**src/rtl/example_accum_pkg.sv**
```systemverilog
// Shared widths, types and saturation-bound helpers for the product
// reduction stages of the GNN datapath.
package example_accum_pkg;
   localparam int DEF_PROD_W  = 21;
   localparam int DEF_ACC_W   = 32;
   localparam int DEF_OUT_W   = 16;
   localparam int DEF_SHIFT   = 8;
   localparam int DEF_MAX_LEN = 1024;

   typedef logic signed [DEF_PROD_W-1:0] prod_t;
   typedef logic signed [DEF_ACC_W-1:0]  acc_t;
   typedef logic signed [DEF_OUT_W-1:0]  out_t;

   typedef enum logic {O_EMPTY, O_FULL} ostate_e;

   // Largest / smallest value representable in a signed field of width w.
   function automatic longint sat_max(input int w);
      return (64'sd1 <<< (w - 1)) - 64'sd1;
   endfunction

   function automatic longint sat_min(input int w);
      return -(64'sd1 <<< (w - 1));
   endfunction
endpackage

```
**src/rtl/example_round_sat.sv**
```systemverilog
// Round-half-up arithmetic shift followed by signed saturation to OUT_W.
// The caller supplies at least one headroom bit so the rounding add cannot wrap.
module example_round_sat
   import example_accum_pkg::*;
#(
   parameter int IN_W  = DEF_ACC_W + 1,
   parameter int OUT_W = DEF_OUT_W,
   parameter int SHIFT = DEF_SHIFT
) (
   input  logic signed [IN_W-1:0]  din,
   output logic signed [OUT_W-1:0] dout
);
   localparam logic signed [IN_W-1:0] OMAX = IN_W'(sat_max(OUT_W));
   localparam logic signed [IN_W-1:0] OMIN = IN_W'(sat_min(OUT_W));

   logic signed [IN_W-1:0] rnd, shd;

   generate
      if (SHIFT > 0) begin : g_rnd
         localparam logic signed [IN_W-1:0] HALF = IN_W'(64'sd1 <<< (SHIFT - 1));
         assign rnd = din + HALF;
      end else begin : g_nornd
         assign rnd = din;
      end
   endgenerate

   always_comb begin
      shd = rnd >>> SHIFT;
      if (shd > OMAX)      dout = OMAX[OUT_W-1:0];
      else if (shd < OMIN) dout = OMIN[OUT_W-1:0];
      else                 dout = shd[OUT_W-1:0];
   end
endmodule

```
**src/rtl/example_prod_accum.sv**
```systemverilog
// Group reduction of signed multiplier products into a saturating accumulator,
// with a one-deep registered valid/ready result slot.
module example_prod_accum
   import example_accum_pkg::*;
#(
   parameter int PROD_W  = DEF_PROD_W,
   parameter int ACC_W   = DEF_ACC_W,
   parameter int OUT_W   = DEF_OUT_W,
   parameter int SHIFT   = DEF_SHIFT,
   parameter int MAX_LEN = DEF_MAX_LEN,
   localparam int CNT_W  = $clog2(MAX_LEN) + 1
) (
   input  logic                    ap_clk,
   input  logic                    ap_rst_n,
   input  logic signed [PROD_W-1:0] prod_data,
   input  logic                    prod_valid,
   input  logic                    prod_last,
   output logic                    prod_ready,
   output logic signed [OUT_W-1:0] out_data,
   output logic                    out_valid,
   input  logic                    out_ready,
   output logic [CNT_W-1:0]        out_beats,
   output logic                    acc_ovf,
   output logic                    len_err
);
   localparam logic signed [ACC_W:0] AMAX = (ACC_W+1)'(sat_max(ACC_W));
   localparam logic signed [ACC_W:0] AMIN = (ACC_W+1)'(sat_min(ACC_W));
   localparam logic [CNT_W-1:0]      CMAX = CNT_W'(MAX_LEN);

   ostate_e                 state, state_nx;
   logic signed [ACC_W-1:0] acc;
   logic [CNT_W-1:0]        cnt, cnt_nx;
   logic                    first, take, last_take, out_take, ovf, cnt_sat;
   logic signed [ACC_W:0]   base, sum, sum_c;
   logic signed [OUT_W-1:0] rs_out;

   assign out_valid  = (state == O_FULL);
   // Only a closing beat needs the result slot, so only it can be stalled.
   assign prod_ready = !prod_last || !out_valid || out_ready;
   assign take       = prod_valid && prod_ready;
   assign last_take  = take && prod_last;
   assign out_take   = out_valid && out_ready;

   always_comb begin
      base = '0;
      if (!first) base = (ACC_W+1)'(acc);
      sum   = base + (ACC_W+1)'(prod_data);
      ovf   = (sum > AMAX) || (sum < AMIN);
      sum_c = sum;
      if (sum > AMAX)      sum_c = AMAX;
      else if (sum < AMIN) sum_c = AMIN;
      cnt_sat = !first && (cnt == CMAX);
      if (first)        cnt_nx = CNT_W'(1);
      else if (cnt_sat) cnt_nx = CMAX;
      else              cnt_nx = cnt + CNT_W'(1);
   end

   example_round_sat #(
      .IN_W  (ACC_W + 1),
      .OUT_W (OUT_W),
      .SHIFT (SHIFT)
   ) u_round_sat (
      .din  (sum_c),
      .dout (rs_out)
   );

   always_ff @(posedge ap_clk or negedge ap_rst_n) begin
      if (!ap_rst_n) state <= O_EMPTY;
      else           state <= state_nx;
   end

   // A new result overwrites the slot even while the old one is being taken.
   always_comb begin
      state_nx = state;
      if (last_take)     state_nx = O_FULL;
      else if (out_take) state_nx = O_EMPTY;
   end

   always_ff @(posedge ap_clk or negedge ap_rst_n) begin
      if (!ap_rst_n) begin
         acc       <= '0;
         cnt       <= '0;
         first     <= 1'b1;
         out_data  <= '0;
         out_beats <= '0;
         acc_ovf   <= 1'b0;
         len_err   <= 1'b0;
      end else if (take) begin
         if (ovf)     acc_ovf <= 1'b1;
         if (cnt_sat) len_err <= 1'b1;
         if (prod_last) begin
            first     <= 1'b1;
            cnt       <= '0;
            out_data  <= rs_out;
            out_beats <= cnt_nx;
         end else begin
            acc   <= sum_c[ACC_W-1:0];
            cnt   <= cnt_nx;
            first <= 1'b0;
         end
      end
   end
endmodule

```
**config.mk**
```make
export PLATFORM = sky130hd
export DESIGN_NAME = example_prod_accum
export DESIGN_NICKNAME = d
export VERILOG_FILES = /design/src/rtl/example_accum_pkg.sv /design/src/rtl/example_round_sat.sv /design/src/rtl/example_prod_accum.sv
export SDC_FILE = /design/constraint.sdc
export NUM_CORES = 1
export LEC_CHECK = 0
export CORE_UTILIZATION = 40
export DETAILED_ROUTE_END_ITERATION = 6
export SYNTH_ARGS = -nofsm -noshare
export SYNTH_HDL_FRONTEND = slang
export SYNTH_SLANG_ARGS = --single-unit
```
**constraint.sdc**
```tcl
create_clock -name ap_clk -period 7.2 [get_ports ap_clk]
set_input_delay 1.44 -clock ap_clk [delete_from_list [all_inputs] [get_ports ap_clk]]
set_output_delay 1.44 -clock ap_clk [all_outputs]
set_load 0.03 [all_outputs]
```
==> impl_metrics.csv <==
group,metric,value,unit
logic_synthesis,synth-async-reset-ratio,100.0,%
logic_synthesis,multiplexer_share_of_the_synthesized_area,0.9348,%
logic_synthesis,ys_seq_elements,74,
placed_design,place.detailed.instances,1029,
cells_and_area,layout.cells.most_common_list,"nand2_1 (115), dfrtp_1 (73), o21ai_0 (60)",
worst_setup_path,reg2regPathDepth,17,
floorplanning,die_width,130.1,um
global_route,maximum_number_of_pins_on_one_net_before_global_route_repair,75,
cells_and_area,final_net_count,886,
pwr,net-switching-power,1.726,mW
detailed_routing,detailedRoute.firstIterationViolations,416,
worst_setup_path,cp_slowest_cell,"clkdlybuf4s50_1",
pwr,clockPowerShare,16.5,%
detailed_routing,avgViaCountPerCell,5.861,
pwr,power.share.switching,48.91,%
clocking,htree_num_levels,3,
logic_synthesis,area_of_the_mapped_netlist,6559,um^2
logic_synthesis,synth-seq-area-share,28.25,%
logic_synthesis,synth_adder_area_share,6.982,%
floorplanning,core,15940,um^2
worst_setup_path,path_common_cell,"ha_1",
placed_design,detailedPlace.worstSlack,0.2750,ns
clocking,tritoncts,"yes",
worst_setup_path,timing.critical_path.arrival,6.96,ns
placed_design,buffer_ports.inserted,56,
placed_design,routabilityCongestion,0.9476,
global_route,grt_total_usage,24.06,%
logic_synthesis,synth_simple_gate_area_share,23.37,%
pwr,power.density,461.5,nW/um^2
clocking,cts_resized,0,
min_path,holdCritPathClass,"reg2reg",
detailed_routing,avgRoutedWirePerCell,18.80,um
clocking,hold_buffers,0,
logic_synthesis,postSynthAreaPerCell,8.302,um^2
pwr,total_leakage_power,3.155,nW
timing,fin_tns_setup,0,ns
clocking,ctsRootBufferMaster,"clkbuf_16",
cells_and_area,drive_gt1_share,12.18,%
timing,grt_setup_unrepaired,"no",
pwr,internal_power,1.802,mW
timing,fin_ws,0.5180,ns
clocking,cts_buffer_depth,2,
cells_and_area,final_cell_count_no_fill,1045,
timing,slew_viol_final,0,
worst_setup_path,startpoint_type,"input pin",
logic_synthesis,synth_ff_type,"dfrtp_1",
timing,slew_headroom,33.75,%
timing,fmaxAchievable,149.7,MHz
detailed_routing,ant_nets,0,
logic_synthesis,synth.net_count,852,
timing,worst-slew-pin-transition,0.9937,ns
logic_synthesis,ys_warn_count,0,
worst_setup_path,crit_path_max_fanout,15,
timing,finalHoldViolations,0,
pwr,comb_power_share,65.3,%
cells_and_area,fillers,1560,
worst_setup_path,crit_chain,"clkdlybuf4s50_1 -> ha_1 -> a21oi_2 -> o21ai_1 -> a221oi_2 -> o21bai_1 -> a21oi_4 -> nand2_2 -> o21a_1 -> a21oi_1 -> ha_1 -> o221ai_2 -> o41ai_2 -> nor3_1 -> or3_4 -> o311ai_4 -> o221a_2",
pwr,power_frac_seq,18.2,%
min_path,worst_hold_path.num_cells,2,
detailed_routing,drt_pass1_iterations,5,
cells_and_area,multi_input_comb_area,4432,um^2
clocking,clock_insertion_delay_worst_skew,0.35,ns
floorplanning,placementRows,46,
timing,period_needed,6.682,ns
timing,final.setup_skew,0.01148,ns
pwr,ir_drop,0.0002347,V
worst_setup_path,worstPathRequired,7.48,ns
logic_synthesis,synth_area_in_xor_xnor,6.257,%
worst_setup_path,worst-path-stages,17,
clocking,tritoncts.num_buffers,9,
logic_synthesis,synth.distinct_cells,93,
worst_setup_path,critPathKind,"in2reg",
clocking,clkSlewWorstSetupHoldPaths,0.06,ns
detailed_routing,drc_viols,0,
logic_synthesis,synth-compound-area-share,29.95,%
worst_setup_path,cp.buffers_inverters,1,
cells_and_area,fin_util,47.95,%
clocking,clock_sink_count,74,
clocking,postCtsSetupBuffers,0,
logic_synthesis,syn-instance-count,790,
floorplanning,floorplan.io_pins,57,
global_route,globalRouteOverflowTotal,0,
pwr,p_total,3.528,mW
worst_setup_path,critical_path.top_delay_family,"compound AO/OA/AOI/OAI gates",
global_route,grt_antenna_before_repair,0,
worst_setup_path,end_kind,"flop",
timing,setup_viol_count_final,0,
detailed_routing,wl,19.65,mm
floorplanning,dieArea,16910,um^2
floorplanning,start_util,41.14,%
cells_and_area,sequential_standard_cell_area,1853,um^2
logic_synthesis,main_combinational_cell_family_by_area_after_synthesis,"compound AO/OA/AOI/OAI gates",
global_route,grt_pass1_wl,31.23,mm
timing,timing.final.crit_share,92.81,%
run,maxCapViolations,0,
cells_and_area,mostFrequentLayoutCell,"nand2_1",
logic_synthesis,synth_edf_count,0,
placed_design,detailed_place_hpwl,14.53,mm
cells_and_area,syn_to_final_growth,16.56,%
global_route,grt_pass1_vias,5942,
detailed_routing,routed-via-count,6125,
floorplanning,die_y,130.1,um
cells_and_area,antenna_cells_inserted,0,
worst_setup_path,worst_path_largest_cell_delay,0.72,ns
status,outcome,"finished, final reports clean",
-- state kept, by name (all words and copies together), names as in the netlist --
signal,flops
out_valid,1
acc_ovf,1
len_err,1
out_data,16
acc,32
first,1
out_beats,11
cnt,11
-- synth_stat cells (all sizes together) (4+ instances only) --
master | number | area share (%)
o21bai | 10 | 1.1
dfrtp | 73 | 28
and3 | 15 | 1.4
nor2b | 33 | 3.3
buf | 13 | 1.3
nand2b | 9 | 0.86
a31oi | 19 | 2.2
o211ai | 14 | 1.7
nor4 | 8 | 0.86
a211oi | 9 | 1.4
nor3 | 14 | 1.1
xnor2 | 24 | 3.6
ha | 35 | 6.7
a21oi | 65 | 5.5
nor2 | 48 | 2.9
a21o | 9 | 1.0
o221a | 15 | 2.6
or3 | 7 | 0.74
o21a | 6 | 0.69
inv | 20 | 1.1
o21ai | 70 | 5.6
mux2i | 5 | 0.76
o31ai | 13 | 1.7
and2 | 5 | 0.52
nand2 | 118 | 6.9
or2 | 4 | 0.38
nand4 | 8 | 1.3
clkbuf | 31 | 1.9
xor2 | 19 | 2.7
o311a | 5 | 0.93
nand3 | 20 | 1.5
-- stage by stage --
stage / hold slack [ns] / instance area, um^2
6_report: 0.4708 / 7645
5_1_grt: 0.4993 / 7645
4_1_cts: 0.4770 / 7645
3_5_place_dp: 0.4604 / 7271
3_3_place_gp: 0.4553 / 7271
2_1_floorplan: 0.4383 / 6559
-- worst paths after layout --
kind                            slack, ns                from                        to
worst max register to register       1.20   first$_DFFE_PN1P_   out_data[5]$_DFFE_PN0P_
worst min-delay path                 0.47  acc[3]$_DFFE_PN0P_        acc[3]$_DFFE_PN0P_
min in group asynchronous            1.25            ap_rst_n       acc[13]$_DFFE_PN0P_
max in group asynchronous            5.30            ap_rst_n  out_data[12]$_DFFE_PN0P_
worst max-delay path                 0.52       prod_data[20]   out_data[5]$_DFFE_PN0P_
worst min register to register       0.47  acc[3]$_DFFE_PN0P_        acc[3]$_DFFE_PN0P_
-- routing by layer --
| layer | wire length [um] | track usage, % |
|---|---|---|
| met5 | 0 | 0 |
| met4 | 468 | 8.755 |
| met3 | 939 | 3.690 |
| met2 | 9539 | 41.90 |
| met1 | 8700 | 29.99 |
-- logic make-up after synthesis --
group,count (synthesis)
XOR/XNOR,43
buffers and inverters,64
flip-flops,74
AO/OA/AOI/OAI,266
multiplexers,6
adder cells (fa/ha/maj),36
AND/OR/NAND/NOR,301
-- area by class of cell --
class | count | share of cell area (%)
multi-input combinational | 652 | 57.97
sequential | 74 | 24.24
timing repair buffer | 67 | 8.380
tap | 216 | 3.535
clock buffer | 9 | 2.946
clock inverter | 7 | 1.948
inverter | 20 | 0.9820
-- worst reg2reg max path: cells and delay by family (launching register included) --
kind	cells	cell delay, ns
fa+ha+maj	2	0.80
compound gates	10	2.87
flops	1	1.05
simple gates	5	1.23
-- power groups by stage --
| stage | clock, mW | sequential, mW | combinational (mW) |
|---|---|---|---|
| floorplan | 0 | 0.716 | 1.58 |
| global placement | 0 | 0.648 | 2.26 |
| detailed placement | 0 | 0.650 | 2.28 |
| CTS | 0.588 | 0.645 | 2.29 |
| global route | 0.605 | 0.659 | 2.50 |
| finish | 0.581 | 0.643 | 2.30 |
Power figures use the tool's default switching activity.
